File: config.mk
export PLATFORM = sky130hd
export DESIGN_NAME = logic_unit_pipe_flat
export DESIGN_NICKNAME = d
export VERILOG_FILES = /design/src/rtl/logic_unit_pipe_if.sv /design/src/rtl/logic_unit_pipe.sv /design/src/flat_wrapper.sv
export SDC_FILE = /design/constraint.sdc
export NUM_CORES = 1
export LEC_CHECK = 0
export CORE_ASPECT_RATIO = 1.1
export CORE_MARGIN = 1.5
export CORE_UTILIZATION = 50
export DETAILED_ROUTE_END_ITERATION = 16
export GPL_ROUTABILITY_DRIVEN = 0
export PLACE_DENSITY = 0.78
export SETUP_SLACK_MARGIN = 0.2
export SLEW_MARGIN = 20
export SYNTH_ARGS = -nofsm -noshare
export SYNTH_HDL_FRONTEND = slang
export SYNTH_SLANG_ARGS = --single-unit
File: constraint.sdc
create_clock -name clk -period 1.95 [get_ports clk]
set_input_delay 0.39 -clock clk [delete_from_list [all_inputs] [get_ports clk]]
set_output_delay 0.39 -clock clk [all_outputs]
set_load 0.05 [all_outputs]
File: src/rtl/logic_unit_pipe_if.sv
// Handshake and data bundle for logic_unit_pipe.
// master: producer/consumer side (drives operands, accepts results).
// slave : the pipeline itself.
interface logic_unit_pipe_if #(
  parameter int unsigned WIDTH = 32,
  parameter int unsigned PCW   = $clog2(WIDTH + 1)
);
  logic             in_valid;
  logic             in_ready;
  logic [2:0]       op;
  logic [WIDTH-1:0] A;
  logic [WIDTH-1:0] B;
  logic             out_valid;
  logic             out_ready;
  logic [WIDTH-1:0] C;
  logic             zero;
  logic [PCW-1:0]   popcnt;

  modport master (
    output in_valid, op, A, B, out_ready,
    input  in_ready, out_valid, C, zero, popcnt
  );

  modport slave (
    input  in_valid, op, A, B, out_ready,
    output in_ready, out_valid, C, zero, popcnt
  );
endinterface

File: src/rtl/logic_unit_pipe.sv
// Two-stage bitwise logic unit with valid/ready flow control.
// S1 registers op/A/B, S2 registers the result C plus its zero flag and
// popcount. Latency 2, throughput one beat per cycle.
// Optional feature: define LOGIC_UNIT_POPCNT_EN to compute popcnt in S2;
// otherwise popcnt keeps its width and is tied to zero.
module logic_unit_pipe #(
  parameter int unsigned WIDTH = 32,
  parameter int unsigned PCW   = $clog2(WIDTH + 1)
) (
  input  logic              clk,
  input  logic              rst,
  logic_unit_pipe_if.slave  bus
);

  // Stage 1: captured operands
  logic             s1_valid_q, s1_valid_d;
  logic [2:0]       s1_op_q, s1_op_d;
  logic [WIDTH-1:0] s1_a_q, s1_a_d;
  logic [WIDTH-1:0] s1_b_q, s1_b_d;

  // Stage 2: registered result
  logic             s2_valid_q, s2_valid_d;
  logic [WIDTH-1:0] c_q, c_d;
  logic             zero_q, zero_d;

  // Combinational result computed from S1
  logic [WIDTH-1:0] res_c;
  logic             res_zero;

  // Handshake
  logic             s2_load;
  logic             in_ready;
  logic             accept;

  // S2 takes the S1 beat whenever its current beat is absent or being consumed;
  // S1 accepts when empty or when it is emptying into S2 this cycle.
  always_comb begin
    s2_load  = s1_valid_q & (~s2_valid_q | bus.out_ready);
    in_ready = ~s1_valid_q | s2_load;
    accept   = bus.in_valid & in_ready;
  end

  // S1 next state: load on acceptance, empty when drained with nothing new.
  always_comb begin
    s1_valid_d = s1_valid_q;
    s1_op_d    = s1_op_q;
    s1_a_d     = s1_a_q;
    s1_b_d     = s1_b_q;
    if (accept) begin
      s1_valid_d = 1'b1;
      s1_op_d    = bus.op;
      s1_a_d     = bus.A;
      s1_b_d     = bus.B;
    end else if (s2_load) begin
      s1_valid_d = 1'b0;
    end
  end

  // Operation decode on the S1 operands.
  always_comb begin
    res_c = '0;
    unique case (s1_op_q)
      3'b000: res_c = s1_a_q & s1_b_q;
      3'b001: res_c = s1_a_q | s1_b_q;
      3'b010: res_c = s1_a_q ^ s1_b_q;
      3'b011: res_c = ~(s1_a_q & s1_b_q);
      3'b100: res_c = ~(s1_a_q | s1_b_q);
      3'b101: res_c = ~(s1_a_q ^ s1_b_q);
      3'b110: res_c = s1_a_q & ~s1_b_q;
      3'b111: res_c = s1_a_q;
      default: res_c = '0;
    endcase
    res_zero = ~|res_c;
  end

  // S2 next state: flags derive from res_c, the same value loaded into C.
  always_comb begin
    s2_valid_d = s2_valid_q;
    c_d        = c_q;
    zero_d     = zero_q;
    if (s2_load) begin
      s2_valid_d = 1'b1;
      c_d        = res_c;
      zero_d     = res_zero;
    end else if (bus.out_ready) begin
      s2_valid_d = 1'b0;
    end
  end

  // Pipeline registers with synchronous reset; in-flight beats are dropped.
  always_ff @(posedge clk) begin
    if (rst) begin
      s1_valid_q <= 1'b0;
      s1_op_q    <= '0;
      s1_a_q     <= '0;
      s1_b_q     <= '0;
      s2_valid_q <= 1'b0;
      c_q        <= '0;
      zero_q     <= 1'b1;
    end else begin
      s1_valid_q <= s1_valid_d;
      s1_op_q    <= s1_op_d;
      s1_a_q     <= s1_a_d;
      s1_b_q     <= s1_b_d;
      s2_valid_q <= s2_valid_d;
      c_q        <= c_d;
      zero_q     <= zero_d;
    end
  end

`ifdef LOGIC_UNIT_POPCNT_EN
  logic [PCW-1:0] res_pop;
  logic [PCW-1:0] popcnt_q, popcnt_d;

  // Count ones of the S1 result so it lands in S2 together with C.
  always_comb begin
    res_pop = '0;
    for (int unsigned i = 0; i < WIDTH; i++) begin
      res_pop = res_pop + PCW'(res_c[i]);
    end
    popcnt_d = s2_load ? res_pop : popcnt_q;
  end

  // Popcount register shares the S2 load/reset behaviour.
  always_ff @(posedge clk) begin
    if (rst) begin
      popcnt_q <= '0;
    end else begin
      popcnt_q <= popcnt_d;
    end
  end

  assign bus.popcnt = popcnt_q;
`else
  assign bus.popcnt = '0;
`endif

  assign bus.in_ready  = in_ready;
  assign bus.out_valid = s2_valid_q;
  assign bus.C         = c_q;
  assign bus.zero      = zero_q;

endmodule

File: src/flat_wrapper.sv
// flat-port wrapper written by rule: the top's interface ports become plain ports
module logic_unit_pipe_flat 
#(
  parameter int unsigned WIDTH = 32,
  parameter int unsigned PCW   = $clog2(WIDTH + 1)
)
  (clk, rst, bus_in_valid, bus_op, bus_A, bus_B, bus_out_ready, bus_in_ready, bus_out_valid, bus_C, bus_zero, bus_popcnt);
  logic_unit_pipe_if #(.WIDTH(WIDTH), .PCW(PCW)) bus_i ();
  input  logic clk;
  input  logic rst;
  input wire logic [$bits(bus_i.in_valid)-1:0] bus_in_valid;
  input wire logic [$bits(bus_i.op)-1:0] bus_op;
  input wire logic [$bits(bus_i.A)-1:0] bus_A;
  input wire logic [$bits(bus_i.B)-1:0] bus_B;
  input wire logic [$bits(bus_i.out_ready)-1:0] bus_out_ready;
  output wire logic [$bits(bus_i.in_ready)-1:0] bus_in_ready;
  output wire logic [$bits(bus_i.out_valid)-1:0] bus_out_valid;
  output wire logic [$bits(bus_i.C)-1:0] bus_C;
  output wire logic [$bits(bus_i.zero)-1:0] bus_zero;
  output wire logic [$bits(bus_i.popcnt)-1:0] bus_popcnt;
  assign bus_i.in_valid = bus_in_valid;
  assign bus_i.op = bus_op;
  assign bus_i.A = bus_A;
  assign bus_i.B = bus_B;
  assign bus_i.out_ready = bus_out_ready;
  assign bus_in_ready = bus_i.in_ready;
  assign bus_out_valid = bus_i.out_valid;
  assign bus_C = bus_i.C;
  assign bus_zero = bus_i.zero;
  assign bus_popcnt = bus_i.popcnt;
  logic_unit_pipe #(.WIDTH(WIDTH), .PCW(PCW)) u_core (.clk(clk), .rst(rst), .bus(bus_i));
endmodule
Word level (Yosys, flattened, before mapping). Index checks and enable logic that the tools add are counted.

Register bits: 102. Input port bits: 71. Output and inout port bits: 41. Logic and storage cells: 38.

Eq/ne operators: 7. Mux-type cells: 5. Bitwise operators: 14. Reduce and logical (&&, ||, !) cells: 5.

Operators by type and width (count): 32-bit case mux with 8 select lines (1); 32-bit NOT (4); 32-bit AND (2); 32-bit bitwise OR (1); 32-bit OR reduction (1); 32-bit XOR (1); 3-bit == test (second input constant) (4); 3-bit by 2-bit == test with 1-bit output (second input constant) (2); 1-bit 2-to-1 mux (4); 2-bit nonzero test (2); 3-bit by 1-bit == test with 1-bit output (second input constant) (1); 3-bit logical NOT (1); 1-bit AND (2); 1-bit NOT (2); 1-bit bitwise OR (2); 1-bit logical NOT (1).

Logic depth before layout (Yosys ltp). Gate-level depths: netlist (run 1).

Depth after elaboration: 6. Depth in mapped cells: 10. Depth with buffers taken out: 9.

Worst setup path after synthesis (run 1). OpenSTA, ideal clock, no wires.

Path type: register -> register. From: register u_core.s2_valid_q (netlist: u_core.bus.out_valid). To: register u_core.s1_b_q[10]. Library setup time: 0.070 ns. Arrival time: 2.269 ns. Data required time: 1.880 ns. Slack: -0.389 ns. Cell stages (with the launch flop): 8. Path buffers: 2. Clock period less this slack: 2.339 ns. Cells stage by stage: dfxtp_1 nor2b_1 nand2_1 nand2_1 clkbuf_1 buf_1 nand2_1 a21oi_1.

Word-level cells in the longest chain between the ends: 5.

RTL lines: from (decl) (line logic_unit_pipe.sv:22) `logic s2_valid_q, s2_valid_d;`; from (signal assigned) (line logic_unit_pipe.sv:105) `s2_valid_q <= s2_valid_d;`; 1-bit NOT (line logic_unit_pipe.sv:38) `s2_load = s1_valid_q & (~s2_valid_q | bus.out_ready);`; 1-bit bitwise OR (line logic_unit_pipe.sv:38); 1-bit AND (line logic_unit_pipe.sv:38); 1-bit bitwise OR (line logic_unit_pipe.sv:39) `in_ready = ~s1_valid_q | s2_load;`; via bus_in_ready (line flat_wrapper.sv:16) `output wire logic [$bits(bus_i.in_ready)-1:0] bus_in_ready;`; 1-bit AND (line logic_unit_pipe.sv:40) `accept = bus.in_valid & in_ready;`; to (signal assigned) (line logic_unit_pipe.sv:96) `s1_b_q <= '0;`; to (signal assigned) (line logic_unit_pipe.sv:104) `s1_b_q <= s1_b_d;`; to (decl) (line logic_unit_pipe.sv:19) `logic [WIDTH-1:0] s1_b_q, s1_b_d;`.

The timed path passes the listed nets, and every way through them passes these cells. A chain may end at the register's enable or synchronous reset.

Worst setup path after layout (run 1).
From: register u_core.s1_op_q[1]. To: register u_core.zero_q (netlist: u_core.bus.zero).

Word-level cells in the longest chain between the ends: 4. Elaborated cells between the ends (all ways): 11. Those cells by class: 7 x eq/ne; 1 x mux; 3 x reduce/logical.

RTL lines: from (decl) (line logic_unit_pipe.sv:17) `logic [2:0] s1_op_q, s1_op_d;`; from (signal assigned) (line logic_unit_pipe.sv:102) `s1_op_q <= s1_op_d;`; 3-bit == test, or another cell as far along (line logic_unit_pipe.sv:62) `unique case (s1_op_q)`; 32-bit case mux with 8 select lines * (line logic_unit_pipe.sv:62); 32-bit OR reduction * (line logic_unit_pipe.sv:73) `res_zero = ~|res_c;`; 1-bit logical NOT * (line logic_unit_pipe.sv:73); to (signal assigned) (line logic_unit_pipe.sv:107) `zero_q <= zero_d;`; to (decl) (line logic_unit_pipe.sv:24) `logic zero_q, zero_d;`.

Every way passes the cells marked *; elsewhere a longest branch is shown, timed or not.

==> results of run 1 <==
[where the power goes]
| group | switching [mW] | total [mW] | internal [mW] |
|---|---|---|---|
| Combinational | 1.41 | 2.65 | 1.24 |
| Sequential | 0.0906 | 2.29 | 2.20 |
| Clock | 0.860 | 2.12 | 1.26 |
| Total | 2.36 | 7.05 | 4.69 |
[final timing paths]
kind	slack [ns]	cells past startpoint	to	from
max	-0.59	9	u_core.bus.zero$_SDFFE_PP1P_	u_core.s1_op_q[1]$_SDFFE_PP0P_
min	0.39	2	u_core.bus.out_valid$_SDFFE_PP0P_	rst
max reg2reg	-0.59	9	u_core.bus.zero$_SDFFE_PP1P_	u_core.s1_op_q[1]$_SDFFE_PP0P_
min reg2reg	0.45	2	u_core.bus.C[28]$_SDFFE_PP0P_	u_core.bus.C[28]$_SDFFE_PP0P_
[worst register-to-register path, delay by kind of cell, from the launching register on]
family                 cells  cell delay [ns]
AO/OA/AOI/OAI              5             1.13
flip-flops                 1             0.52
buffers and inverters      3             0.40
AND/OR/NAND/NOR            1             0.40
[per-stage QoR]
stage | utilization | setup WS (ns) | hold WS, ns | instance area (um2) | TNS (ns)
final | 0.804 | -0.595 | 0.390 | 11500 | -2.22
after global routing | 0.804 | -0.587 | 0.411 | 11500 | -3.03
after CTS | 0.743 | -0.275 | 0.381 | 10600 | -0.275
after detailed placement | 0.680 | -0.301 | 0.446 | 9750 | -0.358
after global placement | 0.680 | -0.212 | 0.440 | 9750 | -0.219
after floorplan | - | -0.0293 | 0.445 | 7400 | -0.0293
[sequential cells by signal, indices dropped and copies added, names as in the netlist]
name                  flops
u_core.bus.C             32
u_core.s1_a_q            32
u_core.s1_b_q            32
u_core.s1_op_q            3
u_core.bus.out_valid      1
u_core.bus.zero           1
u_core.s1_valid_q         1
[cells by family after synthesis]
family | Yosys count | synth area share
and+or+nand+nor | 293 | 0.173
AOI/OAI and AO/OA | 216 | 0.182
adders and majority gates | 96 | 0.164
buffers and inverters | 145 | 0.0934
muxes | 74 | 0.108
DFF | 102 | 0.279
other | 1 | 0.000513
[repair_timing]
item	in CTS	in global routing
gates resized for setup	130	143
pin swaps	25	44
hold buffers	0	0
setup endpoints to repair	51	33
buffers inserted	13	22
cloned	4	2
[placed cells by master (no fill, tap or decap), drive strengths merged, types with 3 or more instances in the layout]
master / n
ha: 96
a22oi: 10
o21ai: 19
a21oi: 115
buf: 225
a211oi: 11
nor3: 12
dlygate4sd2: 30
inv: 74
a221oi: 8
nand2b: 9
mux2i: 54
nor4: 3
clkdlybuf4s50: 68
clkbuf: 14
and2: 3
o32a: 3
o21a: 4
o22ai: 8
o221ai: 3
a31oi: 4
bufinv: 3
nor2b: 16
nor2: 44
conb: 6
mux2: 18
nand2: 188
dfxtp: 102
o211ai: 9
a311oi: 5
nand3b: 4
[metal layers]
metal / track usage / up-vias / part of all wire
met1: 0.373 / 4020 / 0.36
met5: 0 / - / 0
met2: 0.519 / 752 / 0.44
met4: 0.188 / 0 / 0.088
met3: 0.0476 / 308 / 0.12
li1: - / 3687 / -
[final cells by class]
| cell class | count | area (um2) |
|---|---|---|
| fillers | 744 | 2820 |
| clock buffers | 12 | 236 |
| clock inverters | 4 | 95.1 |
| flip-flops and latches | 102 | 2070 |
| inverters | 74 | 285 |
| repair buffers | 325 | 3130 |
| multi-input cells | 685 | 5450 |
| well taps | 192 | 240 |
==> impl_metrics.ini, run 1 <==
[outcome]
status = finished, violations left
violations = negative setup slack

[critical_path]
worstPathCellList = buf_12, buf_6, buf_6, o21ai_0, o21ai_1, a31oi_4, nor4_1, o21ai_0, o31ai_2
worst-setup-path-type = flip-flop to flip-flop
worst_setup_path_start_kind = flip-flop
cp_data_required_time_ns = 2.23
cpMaxStageDelayCell = dfxtp_4
path_buf_inv = 3
cpLargestDelayFamily = compound AO/OA/AOI/OAI gates
crit_path_max_incr_delay_ns = 0.52
arrival_ns = 2.83
cp-end-kind = flip-flop
path_max_fanout = 8

[drt]
wl_mm = 32.2
viasPerCell = 6.29
vias = 8767
wl_per_cell_um = 23.1
drc_errors = 0
drt-initial-drc-count = 1361
detail-route-antenna-nets = 0
drt-pass1-iter-count = 9

[power]
power.total_mw = 7.05
powerDensity_mw_per_mm2 = 613
p_leak_nw = 5.14
vdd_ir_drop_max_uv = 743

[floorplanning]
pin_count = 112
coreArea_mm2 = 0.0143
die_w_um = 118
start_util = 0.510
dieArea_mm2 = 0.0154
rows = 46
die_y_um = 130

[synth]
synth_top_cell_by_area = dfxtp_1
async_flop_share = 0
synth_area_leaders = dfxtp_1 (28%), ha_1 (16%), nand2_1 (9.6%)
syn-cell-area_mm2 = 0.00731
synth_ff_type = dfxtp_1
synth_commonest_cells = nand2_1 (188), a21oi_1 (115), dfxtp_1 (102)
ys_warn_count = 0
syn_area_per_cell_um2 = 7.89
ys_ff_latch = 102
syn_inst = 927
netlist.area_leader.share = 0.279
yosys.cell_types.count = 59
ys_seq_area_frac = 0.279
synth_most_common_cell = nand2_1
synth_edf_count = 0

[clocking]
root_buffer = clkbuf_16
clkLatencyLatePin_ns = 0.38
clockBufferDepth = 2
cts_tree = built
cts.sinks = 102
path_clk_slew_ns = 0.08
htreeDepth = 3
cts_inserted_buffers = 9

[placed_design]
post-dp-hpwl_mm = 15.3
numPlacedInstances = 1337
io_buffers = 105

[cells_and_area]
stdcell_count = 1394
syn2layout_area_growth_pct = 57.4
diodes = 0
drive_above_1_share = 0.347
finalNetCount = 1364

[global_route]
gr-total-overflow = 0
grt_pass1_vias = 7649
grt_pass1_wl_mm = 37.8
antenna_found_initial = 0
track_usage = 0.308
grt_max_degree = 48

[sta]
worstMarginPinSlew_ns = 0.590
max_freq_mhz = 393
slew_viol_final = 0
rsz0062_at_grt = true
finalSetupViolations = 15
min_period_over_period = 1.30
maxSlewHeadroom = 0.603
setup_slack_ns = -0.595
final_period_minus_worst_setup_slack_ns = 2.54
hold_viol_final = 0
fin_skew_ns = 0.0104

[job]
max-cap-violations = 0

[worst_hold_path]
min_path_type = primary input to flip-flop
No activity file was read; power rests on OpenSTA's default activity.
==> run 2, diff against run 1 <==
--- a/constraint.sdc
+++ b/constraint.sdc
@@ -3,2 +3,2 @@
 set_output_delay 0.39 -clock clk [all_outputs]
-set_load 0.05 [all_outputs]
+set_load 0.02 [all_outputs]
==> run 2 against run 1 <==
The flow still finishes with violations (negative setup slack). First-iteration DRC count is 5.1% higher. Via count is 3.8% higher. Critical path depth stayed put. Non-clock buffer count is 26 higher. Wire length is 4.9% higher. Combinational power hardly changed. Sequential power hardly changed. Design area is 1.6% higher. Count of clock-buffer cells in the layout is 1 higher. Sequential share of layout area is 0.40 points lower. Register-to-register slack worse by 0.06 ns. Critical endpoint unchanged. Largest cell class unchanged. Largest power group unchanged.
==> impl_metrics.ini, run 2 (synthesized netlist as in run 1, its figures left out) <==
[critical_path]
worst_setup_path_start_kind = flip-flop
crit_start = u_core.s1_b_q[8]$_SDFFE_PP0P_
cp-end-kind = flip-flop
cp_data_required_time_ns = 2.24
arrival_ns = 2.90
path_max_fanout = 2
r2r_start = u_core.s1_b_q[8]$_SDFFE_PP0P_
r2r_end = u_core.bus.zero$_SDFFE_PP1P_
cpMaxStageDelayCell = mux4_2
worst-setup-path-type = flip-flop to flip-flop
reg2reg_depth = 9
worstPathCellList = inv_2, ha_4, inv_1, mux4_2, mux2i_2, nand4_1, a2111oi_2, nand4_1, o31ai_2
crit_path_max_incr_delay_ns = 0.52
crit_top_cell = nand4_1
endpoint = u_core.bus.zero$_SDFFE_PP1P_
ff2ff_setup_slack_ns = -0.66

[floorplanning]
pin_count = 112
coreArea_mm2 = 0.0143
rows = 46
die_y_um = 130
die_w_um = 118
start_util = 0.510
dieArea_mm2 = 0.0154

[cells_and_area]
drive_above_1_share = 0.344
final_cell_mix = buf_4 (183), nand2_1 (178), clkdlybuf4s50_1 (99)
final-seq-area_mm2 = 0.00206
diodes = 0
multiInputGateArea_mm2 = 0.00536
final_util = 0.816
mostFrequentLayoutCell = buf_4
finalNetCount = 1390
syn2layout_area_growth_pct = 59.9
nFillCells = 740

[clocking]
root_buffer = clkbuf_16
cts_inserted_buffers = 9
clockBufferDepth = 2
path_clk_slew_ns = 0.08
cts_tree = built
cts.sinks = 102
htreeDepth = 3
clkLatencyLatePin_ns = 0.38
cts_hold_buf = 0

[outcome]
violations = negative setup slack
status = finished, violations left

[job]
max-cap-violations = 0

[sta]
finalSetupViolations = 20
setup_tns_ns = -3.44
hold_viol_final = 0
slew_viol_final = 0
min_period_over_period = 1.34
setup_slack_ns = -0.655
rsz0062_at_grt = true
whs_ns = 0.456
final_period_minus_worst_setup_slack_ns = 2.61
worstMarginPinSlew_ns = 0.604
fin_skew_ns = 0.0100
max_freq_mhz = 384
maxSlewHeadroom = 0.598

[drt]
detail-route-antenna-nets = 0
drc_errors = 0
wl_mm = 33.7
drt-initial-drc-count = 1430
drt-pass1-iter-count = 10
vias = 9099
wl_per_cell_um = 23.8
viasPerCell = 6.41

[placed_design]
io_buffers = 105
post-dp-hpwl_mm = 15.4
place_ws_ns = -0.309

[global_route]
busiest_layer = met2
grt_pass1_vias = 8106
antenna_found_initial = 0
track_usage = 0.332
met3_usage = 0.0830
grt_pass1_wl_mm = 40.3
grt_use_met2 = 0.565
use_met1 = 0.376
gr-total-overflow = 0
grt_max_degree = 45

[power]
powerDensity_mw_per_mm2 = 603
vdd_ir_drop_max_uv = 486
p_leak_nw = 5.13
power.total_mw = 7.06

[worst_hold_path]
min_path_type = flip-flop to flip-flop
-- run 2: layout make-up --
type / instances / area share
clock buffers: 13 / 0.0231
repair buffers: 351 / 0.293
inverters: 74 / 0.0244
multi-input cells: 685 / 0.458
flip-flops and latches: 102 / 0.176
clock inverters: 3 / 0.00556
well taps: 192 / 0.0205
-- run 2: how the worst min path moves through the flow --
stage                                             start                       endpoint  slack (ns)  cells after the start
final                      u_core.bus.C[2]$_SDFFE_PP0P_   u_core.bus.C[2]$_SDFFE_PP0P_        0.46                      2
after global routing      u_core.bus.C[25]$_SDFFE_PP0P_  u_core.bus.C[25]$_SDFFE_PP0P_        0.48                      2
after CTS                  u_core.bus.C[7]$_SDFFE_PP0P_   u_core.bus.C[7]$_SDFFE_PP0P_        0.45                      2
after detailed placement  u_core.bus.C[27]$_SDFFE_PP0P_  u_core.bus.C[27]$_SDFFE_PP0P_        0.45                      2
after global placement     u_core.bus.C[0]$_SDFFE_PP0P_   u_core.bus.C[0]$_SDFFE_PP0P_        0.44                      2
after floorplan           u_core.s1_b_q[0]$_SDFFE_PP0P_  u_core.s1_b_q[0]$_SDFFE_PP0P_        0.45                      2
-- run 2: per-layer routing --
layer  up-vias  part of all wire
li1       3731                 -
met1      4109              0.35
met2       892              0.43
met3       367              0.12
met4         0              0.10
met5         -                 0
-- run 2: report_power, final --
part	total [mW]	switching, mW	internal (mW)
sequential	2.28	0.0831	2.20
clock	2.11	0.883	1.23
combinational	2.67	1.36	1.30
total	7.06	2.33	4.73
-- run 2: metrics by stage --
step                instances  area, um2
finish                   1420      11700
global route             1420      11700
CTS                      1402      10900
detailed placement       1343       9760
global placement         1343       9760
floorplan                 932       7350
-- run 2: what timing repair did --
item                                    in CTS  in global routing
pin swaps                                   29                 31
resized for setup                          100                139
cloned                                       5                  2
endpoints found under the setup margin      29                 36
hold endpoints to repair                     0                  0
buffers inserted                            38                 16
-- run 2: worst max-delay path, delay by kind of cell (launching register included) --
family / cells / cell delay, ns
buffers and inverters: 2 / 0.13
adders and majority gates: 1 / 0.27
muxes: 2 / 0.81
AOI/OAI and AO/OA: 2 / 0.56
and+or+nand+nor: 2 / 0.38
DFF: 1 / 0.36
==> run 3, diff against run 2 <==
CTS_CLUSTER_DIAMETER = 30   (was unset)
==> results of run 3 <==
Final layout, timing and power as in run 2 (identical DEF).
